**config.mk**
```make
export PLATFORM = sky130hd
export DESIGN_NAME = snake_body_tracker_flat
export DESIGN_NICKNAME = d
export VERILOG_FILES = /design/src/rtl/snake_body_tracker_pkg.sv /design/src/rtl/snake_body_tracker_if.sv /design/src/rtl/snake_body_tracker_coord_cell_match.sv /design/src/rtl/snake_body_tracker.sv /design/src/flat_wrapper.sv
export SDC_FILE = /design/constraint.sdc
export NUM_CORES = 2
export LEC_CHECK = 0
export ABC_AREA = 1
export CORE_MARGIN = 2
export CORE_UTILIZATION = 59
export DETAILED_ROUTE_END_ITERATION = 10
export PLACE_DENSITY = 0.81
export SLEW_MARGIN = 0
export SYNTH_ARGS = -nofsm -noshare
export SYNTH_HDL_FRONTEND = slang
export SYNTH_SLANG_ARGS = --single-unit
```
**constraint.sdc**
```tcl
create_clock -name clk -period 12.94 [get_ports clk]
set_input_delay 3.882 -clock clk [delete_from_list [all_inputs] [get_ports clk]]
set_output_delay 3.882 -clock clk [all_outputs]
set_load 0.03 [all_outputs]
```
**src/rtl/snake_body_tracker_pkg.sv**
```systemverilog
// Shared encodings for the snake body tracker: directions, controller states
// and the reset snake placement.
package snake_pkg;

    localparam logic [1:0] DIR_UP    = 2'b00;
    localparam logic [1:0] DIR_RIGHT = 2'b01;
    localparam logic [1:0] DIR_DOWN  = 2'b10;
    localparam logic [1:0] DIR_LEFT  = 2'b11;

    typedef enum logic [1:0] {
        IDLE  = 2'b00,
        SHIFT = 2'b01,
        CHECK = 2'b10,
        DEAD  = 2'b11
    } state_t;

    localparam logic [9:0] RST_HEAD_X = 10'd320;
    localparam logic [9:0] RST_HEAD_Y = 10'd240;
    localparam logic [6:0] RST_LENGTH = 7'd3;

    // Opposite directions differ only in the MSB of the encoding.
    function automatic logic is_reverse(input logic [1:0] req, input logic [1:0] cur);
        return (req ^ cur) == 2'b10;
    endfunction

endpackage

```
**src/rtl/snake_body_tracker_if.sv**
```systemverilog
// Game-side bundle of the snake body tracker: move/grow requests, scan pixel in,
// head/length/status and on_body out.
interface snake_body_tracker_if;
    logic       move_tick;
    logic [1:0] dir;
    logic       grow;
    logic [9:0] pixel_x;
    logic [9:0] pixel_y;
    logic [9:0] head_x;
    logic [9:0] head_y;
    logic [6:0] length;
    logic       busy;
    logic       self_hit;
    logic       wall_hit;
    logic       dead;
    logic       on_body;

    modport master (
        output move_tick, dir, grow, pixel_x, pixel_y,
        input  head_x, head_y, length, busy, self_hit, wall_hit, dead, on_body
    );

    modport slave (
        input  move_tick, dir, grow, pixel_x, pixel_y,
        output head_x, head_y, length, busy, self_hit, wall_hit, dead, on_body
    );
endinterface

```
**src/rtl/snake_body_tracker_coord_cell_match.sv**
```systemverilog
// Tests whether one scan pixel falls inside one STEP x STEP segment cell.
module coord_cell_match #(
    parameter int STEP = 10
) (
    input  logic [9:0] seg_x,
    input  logic [9:0] seg_y,
    input  logic [9:0] pixel_x,
    input  logic [9:0] pixel_y,
    output logic       hit
);
    localparam logic [10:0] STEP11 = 11'(STEP);

    logic [10:0] sx, sy, px, py;

    // 11-bit operands keep seg + STEP from wrapping at the top of the range.
    always_comb begin
        sx  = {1'b0, seg_x};
        sy  = {1'b0, seg_y};
        px  = {1'b0, pixel_x};
        py  = {1'b0, pixel_y};
        hit = (px >= sx) && (px < sx + STEP11) && (py >= sy) && (py < sy + STEP11);
    end
endmodule

```
**src/rtl/snake_body_tracker.sv**
```systemverilog
// Snake segment store with move/grow, wall and self-collision checks and a
// pixel-on-body flag. Define SNAKE_WRAP_EN to wrap at the walls instead of dying.
module snake_body_tracker
    import snake_pkg::*;
#(
    parameter int MAX_LEN = 16,
    parameter int STEP    = 10,
    parameter int X_MAX   = 640,
    parameter int Y_MAX   = 480
) (
    input  logic                 clk,
    input  logic                 rst,
    snake_body_tracker_if.slave  bus
);
    localparam int          IDX_W  = $clog2(MAX_LEN);
    localparam logic [10:0] STEP11 = 11'(STEP);
    localparam logic [10:0] X11    = 11'(X_MAX);
    localparam logic [10:0] Y11    = 11'(Y_MAX);

    state_t       state_q, state_d;
    logic [9:0]   seg_x_q [MAX_LEN];
    logic [9:0]   seg_y_q [MAX_LEN];
    logic [9:0]   seg_x_d [MAX_LEN];
    logic [9:0]   seg_y_d [MAX_LEN];
    logic [6:0]   len_q, len_d;
    logic [6:0]   k_q, k_d;
    logic [1:0]   dir_q, dir_d;
    logic         pend_q, pend_d;
    logic         self_q, self_d;
    logic         wall_q, wall_d;
    logic         on_body_q, on_body_d;

    logic [10:0]  hx, hy;
    logic [9:0]   next_x, next_y;
    logic         at_edge, wall_stop;
    logic [MAX_LEN-1:0] cell_hit;

    // Candidate head position; at_edge marks a step that would leave the field.
    always_comb begin
        hx      = {1'b0, seg_x_q[0]};
        hy      = {1'b0, seg_y_q[0]};
        next_x  = seg_x_q[0];
        next_y  = seg_y_q[0];
        at_edge = 1'b0;
        case (dir_q)
            DIR_UP: begin
                at_edge = hy < STEP11;
                next_y  = at_edge ? 10'(Y_MAX - STEP) : seg_y_q[0] - 10'(STEP);
            end
            DIR_RIGHT: begin
                at_edge = (hx + STEP11) >= X11;
                next_x  = at_edge ? 10'd0 : seg_x_q[0] + 10'(STEP);
            end
            DIR_DOWN: begin
                at_edge = (hy + STEP11) >= Y11;
                next_y  = at_edge ? 10'd0 : seg_y_q[0] + 10'(STEP);
            end
            DIR_LEFT: begin
                at_edge = hx < STEP11;
                next_x  = at_edge ? 10'(X_MAX - STEP) : seg_x_q[0] - 10'(STEP);
            end
        endcase
    end

`ifdef SNAKE_WRAP_EN
    assign wall_stop = 1'b0;
`else
    assign wall_stop = at_edge;
`endif

    always_comb begin
        state_d = state_q;
        seg_x_d = seg_x_q;
        seg_y_d = seg_y_q;
        len_d   = len_q;
        k_d     = k_q;
        dir_d   = dir_q;
        pend_d  = pend_q;
        self_d  = self_q;
        wall_d  = wall_q;
        case (state_q)
            IDLE: begin
                if (bus.move_tick) begin
                    state_d = SHIFT;
                    if (!is_reverse(bus.dir, dir_q)) dir_d = bus.dir;
                end
            end
            SHIFT: begin
                if (wall_stop) begin
                    wall_d  = 1'b1;
                    state_d = DEAD;
                end else begin
                    for (int i = 1; i < MAX_LEN; i++) begin
                        seg_x_d[i] = seg_x_q[i-1];
                        seg_y_d[i] = seg_y_q[i-1];
                    end
                    seg_x_d[0] = next_x;
                    seg_y_d[0] = next_y;
                    if (pend_q) begin
                        pend_d = 1'b0;
                        if (len_q < 7'(MAX_LEN)) len_d = len_q + 7'd1;
                    end
                    k_d     = 7'd1;
                    state_d = CHECK;
                end
            end
            CHECK: begin
                if (seg_x_q[0] == seg_x_q[k_q[IDX_W-1:0]] &&
                    seg_y_q[0] == seg_y_q[k_q[IDX_W-1:0]]) begin
                    self_d  = 1'b1;
                    state_d = DEAD;
                end else if (k_q == len_q - 7'd1) begin
                    state_d = IDLE;
                end else begin
                    k_d = k_q + 7'd1;
                end
            end
            DEAD: begin
            end
        endcase
        // A grow arriving during SHIFT re-arms pending after it is consumed.
        if (bus.grow && state_q != DEAD) pend_d = 1'b1;
    end

    for (genvar i = 0; i < MAX_LEN; i++) begin : g_cell
        logic match;
        coord_cell_match #(.STEP(STEP)) u_match (
            .seg_x   (seg_x_q[i]),
            .seg_y   (seg_y_q[i]),
            .pixel_x (bus.pixel_x),
            .pixel_y (bus.pixel_y),
            .hit     (match)
        );
        assign cell_hit[i] = match && (7'(i) < len_q);
    end

    assign on_body_d = |cell_hit;

    always_ff @(posedge clk or posedge rst) begin
        if (rst) begin
            state_q   <= IDLE;
            len_q     <= RST_LENGTH;
            k_q       <= 7'd1;
            dir_q     <= DIR_RIGHT;
            pend_q    <= 1'b0;
            self_q    <= 1'b0;
            wall_q    <= 1'b0;
            on_body_q <= 1'b0;
            for (int i = 0; i < MAX_LEN; i++) begin
                if (i < int'(RST_LENGTH)) begin
                    seg_x_q[i] <= RST_HEAD_X - 10'(i * STEP);
                    seg_y_q[i] <= RST_HEAD_Y;
                end else begin
                    seg_x_q[i] <= 10'd0;
                    seg_y_q[i] <= 10'd0;
                end
            end
        end else begin
            state_q   <= state_d;
            len_q     <= len_d;
            k_q       <= k_d;
            dir_q     <= dir_d;
            pend_q    <= pend_d;
            self_q    <= self_d;
            wall_q    <= wall_d;
            on_body_q <= on_body_d;
            seg_x_q   <= seg_x_d;
            seg_y_q   <= seg_y_d;
        end
    end

    assign bus.head_x   = seg_x_q[0];
    assign bus.head_y   = seg_y_q[0];
    assign bus.length   = len_q;
    assign bus.busy     = (state_q == SHIFT) || (state_q == CHECK);
    assign bus.dead     = (state_q == DEAD);
    assign bus.self_hit = self_q;
    assign bus.wall_hit = wall_q;
    assign bus.on_body  = on_body_q;
endmodule
```
**src/flat_wrapper.sv**
```systemverilog
// flat-port wrapper written by rule: the top's interface ports become plain ports
module snake_body_tracker_flat import snake_pkg::*;
#(
    parameter int MAX_LEN = 16,
    parameter int STEP    = 10,
    parameter int X_MAX   = 640,
    parameter int Y_MAX   = 480
)
  (clk, rst, bus_move_tick, bus_dir, bus_grow, bus_pixel_x, bus_pixel_y, bus_head_x, bus_head_y, bus_length, bus_busy, bus_self_hit, bus_wall_hit, bus_dead, bus_on_body);
  snake_body_tracker_if bus_i ();
  input  logic clk;
  input  logic rst;
  input wire logic [$bits(bus_i.move_tick)-1:0] bus_move_tick;
  input wire logic [$bits(bus_i.dir)-1:0] bus_dir;
  input wire logic [$bits(bus_i.grow)-1:0] bus_grow;
  input wire logic [$bits(bus_i.pixel_x)-1:0] bus_pixel_x;
  input wire logic [$bits(bus_i.pixel_y)-1:0] bus_pixel_y;
  output wire logic [$bits(bus_i.head_x)-1:0] bus_head_x;
  output wire logic [$bits(bus_i.head_y)-1:0] bus_head_y;
  output wire logic [$bits(bus_i.length)-1:0] bus_length;
  output wire logic [$bits(bus_i.busy)-1:0] bus_busy;
  output wire logic [$bits(bus_i.self_hit)-1:0] bus_self_hit;
  output wire logic [$bits(bus_i.wall_hit)-1:0] bus_wall_hit;
  output wire logic [$bits(bus_i.dead)-1:0] bus_dead;
  output wire logic [$bits(bus_i.on_body)-1:0] bus_on_body;
  assign bus_i.move_tick = bus_move_tick;
  assign bus_i.dir = bus_dir;
  assign bus_i.grow = bus_grow;
  assign bus_i.pixel_x = bus_pixel_x;
  assign bus_i.pixel_y = bus_pixel_y;
  assign bus_head_x = bus_i.head_x;
  assign bus_head_y = bus_i.head_y;
  assign bus_length = bus_i.length;
  assign bus_busy = bus_i.busy;
  assign bus_self_hit = bus_i.self_hit;
  assign bus_wall_hit = bus_i.wall_hit;
  assign bus_dead = bus_i.dead;
  assign bus_on_body = bus_i.on_body;
  snake_body_tracker #(.MAX_LEN(MAX_LEN), .STEP(STEP), .X_MAX(X_MAX), .Y_MAX(Y_MAX)) u_core (.clk(clk), .rst(rst), .bus(bus_i));
endmodule
```
# Yosys cells after proc, flatten, opt, wreduce, memory -nomap -nowiden
# Cells that the tools add are included.
dict set report op_classes {
  add_sub_neg 39
  n_lt_le_gt_ge 86
  n_bitwise 4
  n_mux 25
  n_eq_ne 17
  reduce_logical 85
}
# cell count
set op_table {}
lappend op_table {{adder 10 x 4 -> 11 bit (second input constant)} 32}
lappend op_table {{less-than comparator 10 x 11 -> 1 bit} 32}
lappend op_table {{>= comparator 10 bit} 32}
lappend op_table {{binary-select mux 10 bit (select 4 bit)} 2}
lappend op_table {{2-to-1 mux 10 bit} 8}
lappend op_table {{logical AND 1 bit} 66}
lappend op_table {{less-than comparator 4 x 7 -> 1 bit (first input constant)} 8}
lappend op_table {{one-hot mux 10 bit (2 select lines)} 2}
lappend op_table {{less-than comparator 3 x 7 -> 1 bit (first input constant)} 4}
lappend op_table {{2-to-1 mux 7 bit} 3}
lappend op_table {{adder 10 x 4 -> 10 bit (second input constant)} 2}
lappend op_table {{== test 10 bit} 2}
lappend op_table {{less-than comparator 10 x 4 -> 1 bit (second input constant)} 2}
lappend op_table {{subtractor 10 x 4 -> 10 bit (second input constant)} 2}
lappend op_table {{OR reduction 16 bit} 1}
lappend op_table {{adder 7 x 1 -> 7 bit (second input constant)} 2}
lappend op_table {{less-than comparator 1 x 7 -> 1 bit (first input constant)} 2}
lappend op_table {{less-than comparator 2 x 7 -> 1 bit (first input constant)} 2}
lappend op_table {{one-hot mux 7 bit (2 select lines)} 1}
lappend op_table {{inequality test 2 bit (second input constant)} 6}
lappend op_table {{AND reduction 3 bit} 4}
lappend op_table {{>= comparator 11 x 10 -> 1 bit (second input constant)} 1}
lappend op_table {{>= comparator 11 x 9 -> 1 bit (second input constant)} 1}
lappend op_table {{== test 2 bit (second input constant)} 5}
lappend op_table {{19 further kinds} 34}
dict set report word_totals {
  elab_cells 296
  regBits 342
  input_bits 26
  output_inout_bits 32
}

# Longest topological paths before layout
dict set report logic_depth {
  word_depth 8
  depth_mapped 21
  depth_no_buf 20
}

# By module
# From an unflattened synthesis, not the netlist that was laid out.
dict set report unflattened {
  cells_unflattened 5470
  hier_area_um2 36986.7
}
# mod n_inst area_per_inst_um2 cells_each
set modules_own_cells {}
lappend modules_own_cells {snake_body_tracker 1 16549.6 2239}
lappend modules_own_cells {{coord_cell_match at u_core.g_cell[14].u_match ...} 10 1273.7 201}
lappend modules_own_cells {{coord_cell_match at u_core.g_cell[0].u_match ...} 5 1282.5 204}
lappend modules_own_cells {{coord_cell_match at u_core.g_cell[13].u_match} 1 1287.5 201}

# Least setup slack after synthesis
# OpenSTA, ideal clock, no wires.
dict set report synth_timing {
  kind {input-to-reg}
  from {in bus_pixel_x[1]}
  to {reg u_core.on_body_q, in the netlist u_core.bus.on_body}
  setup_ns 0.125
  required_ns 12.815
  path_slack_ns 7.750
  t_arrival_ns 5.065
  stages 13
  cell_sequence {ha_1 a21boi_0 nor2_1 nor2_1 o21ai_0 a21boi_0 o21ai_0 nand2_1 nor2_1 nor2_1 nand2_1 nor2_1 nand3_1}
}
dict set report synth_via {
  elab_chain_cells 6
}
# item line_no
set synth_rtl {}
lappend synth_rtl {{from (decl)} flat_wrapper.sv:16} ;# input wire logic [$bits(bus_i.pixel_x)-1:0] bus_pixel_x;
lappend synth_rtl {{less-than comparator 10 x 11 -> 1 bit / >= comparator 10 bit (equally long branches)} snake_body_tracker_coord_cell_match.sv:21} ;# hit = (px >= sx) && (px < sx + STEP11) && (py >= sy) && (py < sy + STEP11);
lappend synth_rtl {{logical AND 1 bit (3 in a row)} snake_body_tracker_coord_cell_match.sv:21}
lappend synth_rtl {{logical AND 1 bit} snake_body_tracker.sv:134} ;# assign cell_hit[i] = match && (7'(i) < len_q);
lappend synth_rtl {{OR reduction 16 bit *} snake_body_tracker.sv:137} ;# assign on_body_d = |cell_hit;
lappend synth_rtl {{net u_core.on_body_d} snake_body_tracker.sv:31} ;# logic on_body_q, on_body_d;
lappend synth_rtl {{to (signal assigned)} snake_body_tracker.sv:166} ;# on_body_q <= on_body_d;
lappend synth_rtl {{to (decl)} snake_body_tracker.sv:31}
# Mark *: on every way through the listed nets, which the timed path passes. The rest lies on a longest branch.
# A chain may end at the register's enable or synchronous reset.

# Worst setup path in the final report
dict set report layout_timing {
  from {in bus_pixel_x[2]}
  to {reg u_core.on_body_q, in the netlist u_core.bus.on_body}
}
# Same word-level chain as after synthesis.

==> results.cfg <==
[place]
io_buffers = 53
post-place-cells = 5114
place_ws_ns = 6.24
dpl.hpwl_mm = 64.5
gp_congestion = 0.937

[finish]
mostFrequentLayoutCell = nand2_1
final_cell_mix = nand2_1 (1092), ha_1 (616), inv_1 (455)
antennaDiodeCount = 0
final_util_pct = 63.4
fin_cells = 5189
final_nets = 5095
syn_to_final_growth_pct = 6.38
drive_gt1_share_pct = 3.86
n_fill_cell = 4914

[clock_tree]
cts_root_buf = clkbuf_16
htree_num_levels = 2
ctsHoldBuffers = 0
cts.sinks = 310
clk_pin_slew_ns = 0.06
numCtsBuffers = 41
clockBufferDepth = 3
cts_tree = yes
clkLatencyLatePin_ns = 0.61
postCtsSetupBuffers = 0
cts-resized-gates = 0

[setup_path]
worstPathArrival_ns = 6.66
rr_endpoint = u_core.k_q[1]$_DFFE_PP0P_
cp_common_cell = nor2_1
r2r_setup_slack_ns = 8.38
critPathBufInv = 2
crit_chain = clkdlybuf4s50_1 -> buf_4 -> ha_1 -> a21boi_0 -> nor2_1 -> nor2_1 -> o21ai_0 -> a21boi_0 -> o21ai_0 -> nand2_1 -> nor2_1 -> nor2_1 -> nand2_1 -> nor2_1 -> nand3_1
crit_slowest_cell = clkdlybuf4s50_1
reg2reg_depth = 18
crit_family = simple AND/OR/NAND/NOR gates
worstPathMaxFanout = 32
start_kind = input pin
worstSetupEndpointType = register
timing.critical_path.from = bus_pixel_x[2]
critPathMaxStageDelay_ns = 0.45
r2r_start = u_core.k_q[0]$_DFFE_PP1P_
critPathRequiredTime_ns = 13.41
critPathKind = in -> reg

[synth]
synth-edff-count = 0
synthesis.area_sq_um = 32700
ys_seq_area_share_pct = 23.8
synthArstFlopShare_pct = 100
ys_types = 54
yosysWarningCount = 0
syn-instance-count = 4462
syn_avg_cell_area_sq_um = 7.32
ys_ff_latch = 310
synth_flop_cell = dfrtp_1

[global_routing]
grt_pass1_vias = 29147
grt_overflow_total = 0
grt_max_degree = 269
grtUsageTotal_pct = 32.6
antenna_found_initial = 0
grt_pass1_wl_mm = 150

[timing]
rsz0062_at_grt = false
min_period_over_period_pct = 47.8
layout_setup_ws_ns = 6.75
fin_setup_tns_ns = 0
fmax_ghz = 0.162
max_slew_margin_pct = 21.3
worst_slew_pin_slew_ns = 1.18
hold_viol_final = 0
clock_skew_ns = 0.0402
drv_slew = 0
period_minus_slack_ns = 6.19
setup_viol = 0

[floorplan]
die_w_um = 239
io_pins = 58
die_h_um = 239
start_util_pct = 59.6
dieArea_sq_um = 57300
core.rowCount = 86
core_sq_um = 54900

[drt]
firstDrtPassIters = 7
vias_per_cell = 5.95
vias = 30889
routed_wirelength_mm = 92.9
drt_iter0_drc = 3166
detail-route-antenna-nets = 0
drc = 0
wl_per_cell_um = 17.9

[power_and_ir_drop]
powerDensity_nw_per_um2 = 222
total_power_mw = 7.73
max-vdd-ir-drop_v = 0.000430
p_leak_nw = 16.5

[worst_hold_path]
hold_path.class = reg -> reg
min_to = u_core.bus.self_hit$_DFFE_PP0P_
min_from = u_core.bus.self_hit$_DFFE_PP0P_
whs_path_depth = 2

[run]
max-cap-violations = 0

[run_status]
outcome = finished clean
[registers in the layout (all words and copies together) (netlist names)]
register             cells
u_core.state_q           2
u_core.bus.wall_hit      1
u_core.seg_y_q         135
u_core.bus.self_hit      1
u_core.bus.head_y        9
u_core.pend_q            1
u_core.dir_q             2
u_core.seg_x_q         135
u_core.bus.on_body       1
u_core.k_q               7
u_core.bus.length        7
u_core.bus.head_x        9
[metrics by stage]
step	cell area (sq um)	hold WS, ns
2_1_floorplan	32700	0.458
3_3_place_gp	33400	0.454
3_5_place_dp	33400	0.453
4_1_cts	34800	0.468
5_1_grt	34800	0.494
6_report	34800	0.460
[synth_stat cells, types with 5 or more instances]
library cell | number | area (sq um)
nand2_1 | 1092 | 4100
nor3_1 | 60 | 300
nand4_1 | 51 | 319
o2111ai_1 | 24 | 210
o21a_1 | 9 | 67.6
dfrtp_1 | 283 | 7080
inv_2 | 9 | 33.8
nor2_1 | 250 | 938
o21ai_2 | 10 | 87.6
buf_2 | 45 | 225
o31ai_1 | 7 | 52.6
clkbuf_1 | 27 | 101
o21ai_1 | 215 | 1080
nand3b_1 | 14 | 105
dfstp_2 | 27 | 709
buf_1 | 6 | 22.5
xor2_1 | 235 | 2060
a21boi_0 | 16 | 120
clkinv_1 | 5 | 18.8
a21o_1 | 9 | 67.6
a211oi_1 | 11 | 82.6
xnor2_1 | 6 | 52.6
inv_1 | 456 | 1710
o221ai_1 | 5 | 43.8
nor4_1 | 9 | 56.3
buf_4 | 16 | 120
buf_6 | 36 | 405
ha_1 | 616 | 7710
a21oi_1 | 299 | 1500
o211ai_1 | 48 | 360
nand3_1 | 254 | 1270
o21ai_0 | 275 | 1380
[where the power goes]
part / leakage [nW] / switching (mW) / total [mW] / internal (mW)
registers: 4.07 / 0.506 / 1.86 / 1.35
logic: 11.7 / 3.04 / 4.64 / 1.60
clock network: 0.695 / 0.489 / 1.23 / 0.738
total: 16.5 / 4.03 / 7.73 / 3.69
[worst max path at each step]
stage,end,slack (ns),cells past startpoint
global route,u_core.bus.on_body$_DFF_PP0_,6.61,15
global placement,u_core.bus.on_body$_DFF_PP0_,6.28,15
CTS,u_core.bus.on_body$_DFF_PP0_,6.85,15
detailed placement,u_core.bus.on_body$_DFF_PP0_,6.24,15
floorplan,u_core.bus.head_x[1]$_DFFE_PP0P_,0.53,1
finish,u_core.bus.on_body$_DFF_PP0_,6.75,15
[logic make-up after synthesis]
family          synth area share, %
mux                          0.0345
fa+ha+maj                      23.6
buf+inv                        8.09
simple gates                   22.2
xor+xnor                       6.46
flops                          23.8
compound gates                 15.8
other cells                  0.0115
[worst min-delay path: cells and delay by family, from the launching register on]
family / cells / cell delay (ns)
simple gates: 1 / 0.05
flops: 1 / 0.34
buf+inv: 1 / 0.04
[metal layers]
layer	GRT usage, %	routed length (um)	share of wire, %	up-vias
li1	-	-	-	15070
met2	51.7	41000	44	1264
met4	15.5	4390	4.7	0
met3	4.24	7510	8.1	276
met5	0	0	0	-
met1	44.0	40000	43	14279
[cell type report]
class / instances / area (sq um) / area share (%)
tap: 704 / 881 / 2.53
inverter: 470 / 1770 / 5.10
timing repair buffer: 78 / 661 / 1.90
clock inverter: 18 / 269 / 0.774
multi-input combinational: 3552 / 22200 / 64.0
sequential: 310 / 7800 / 22.4
clock buffer: 57 / 1140 / 3.27
No activity file was read; power rests on OpenSTA's default activity.
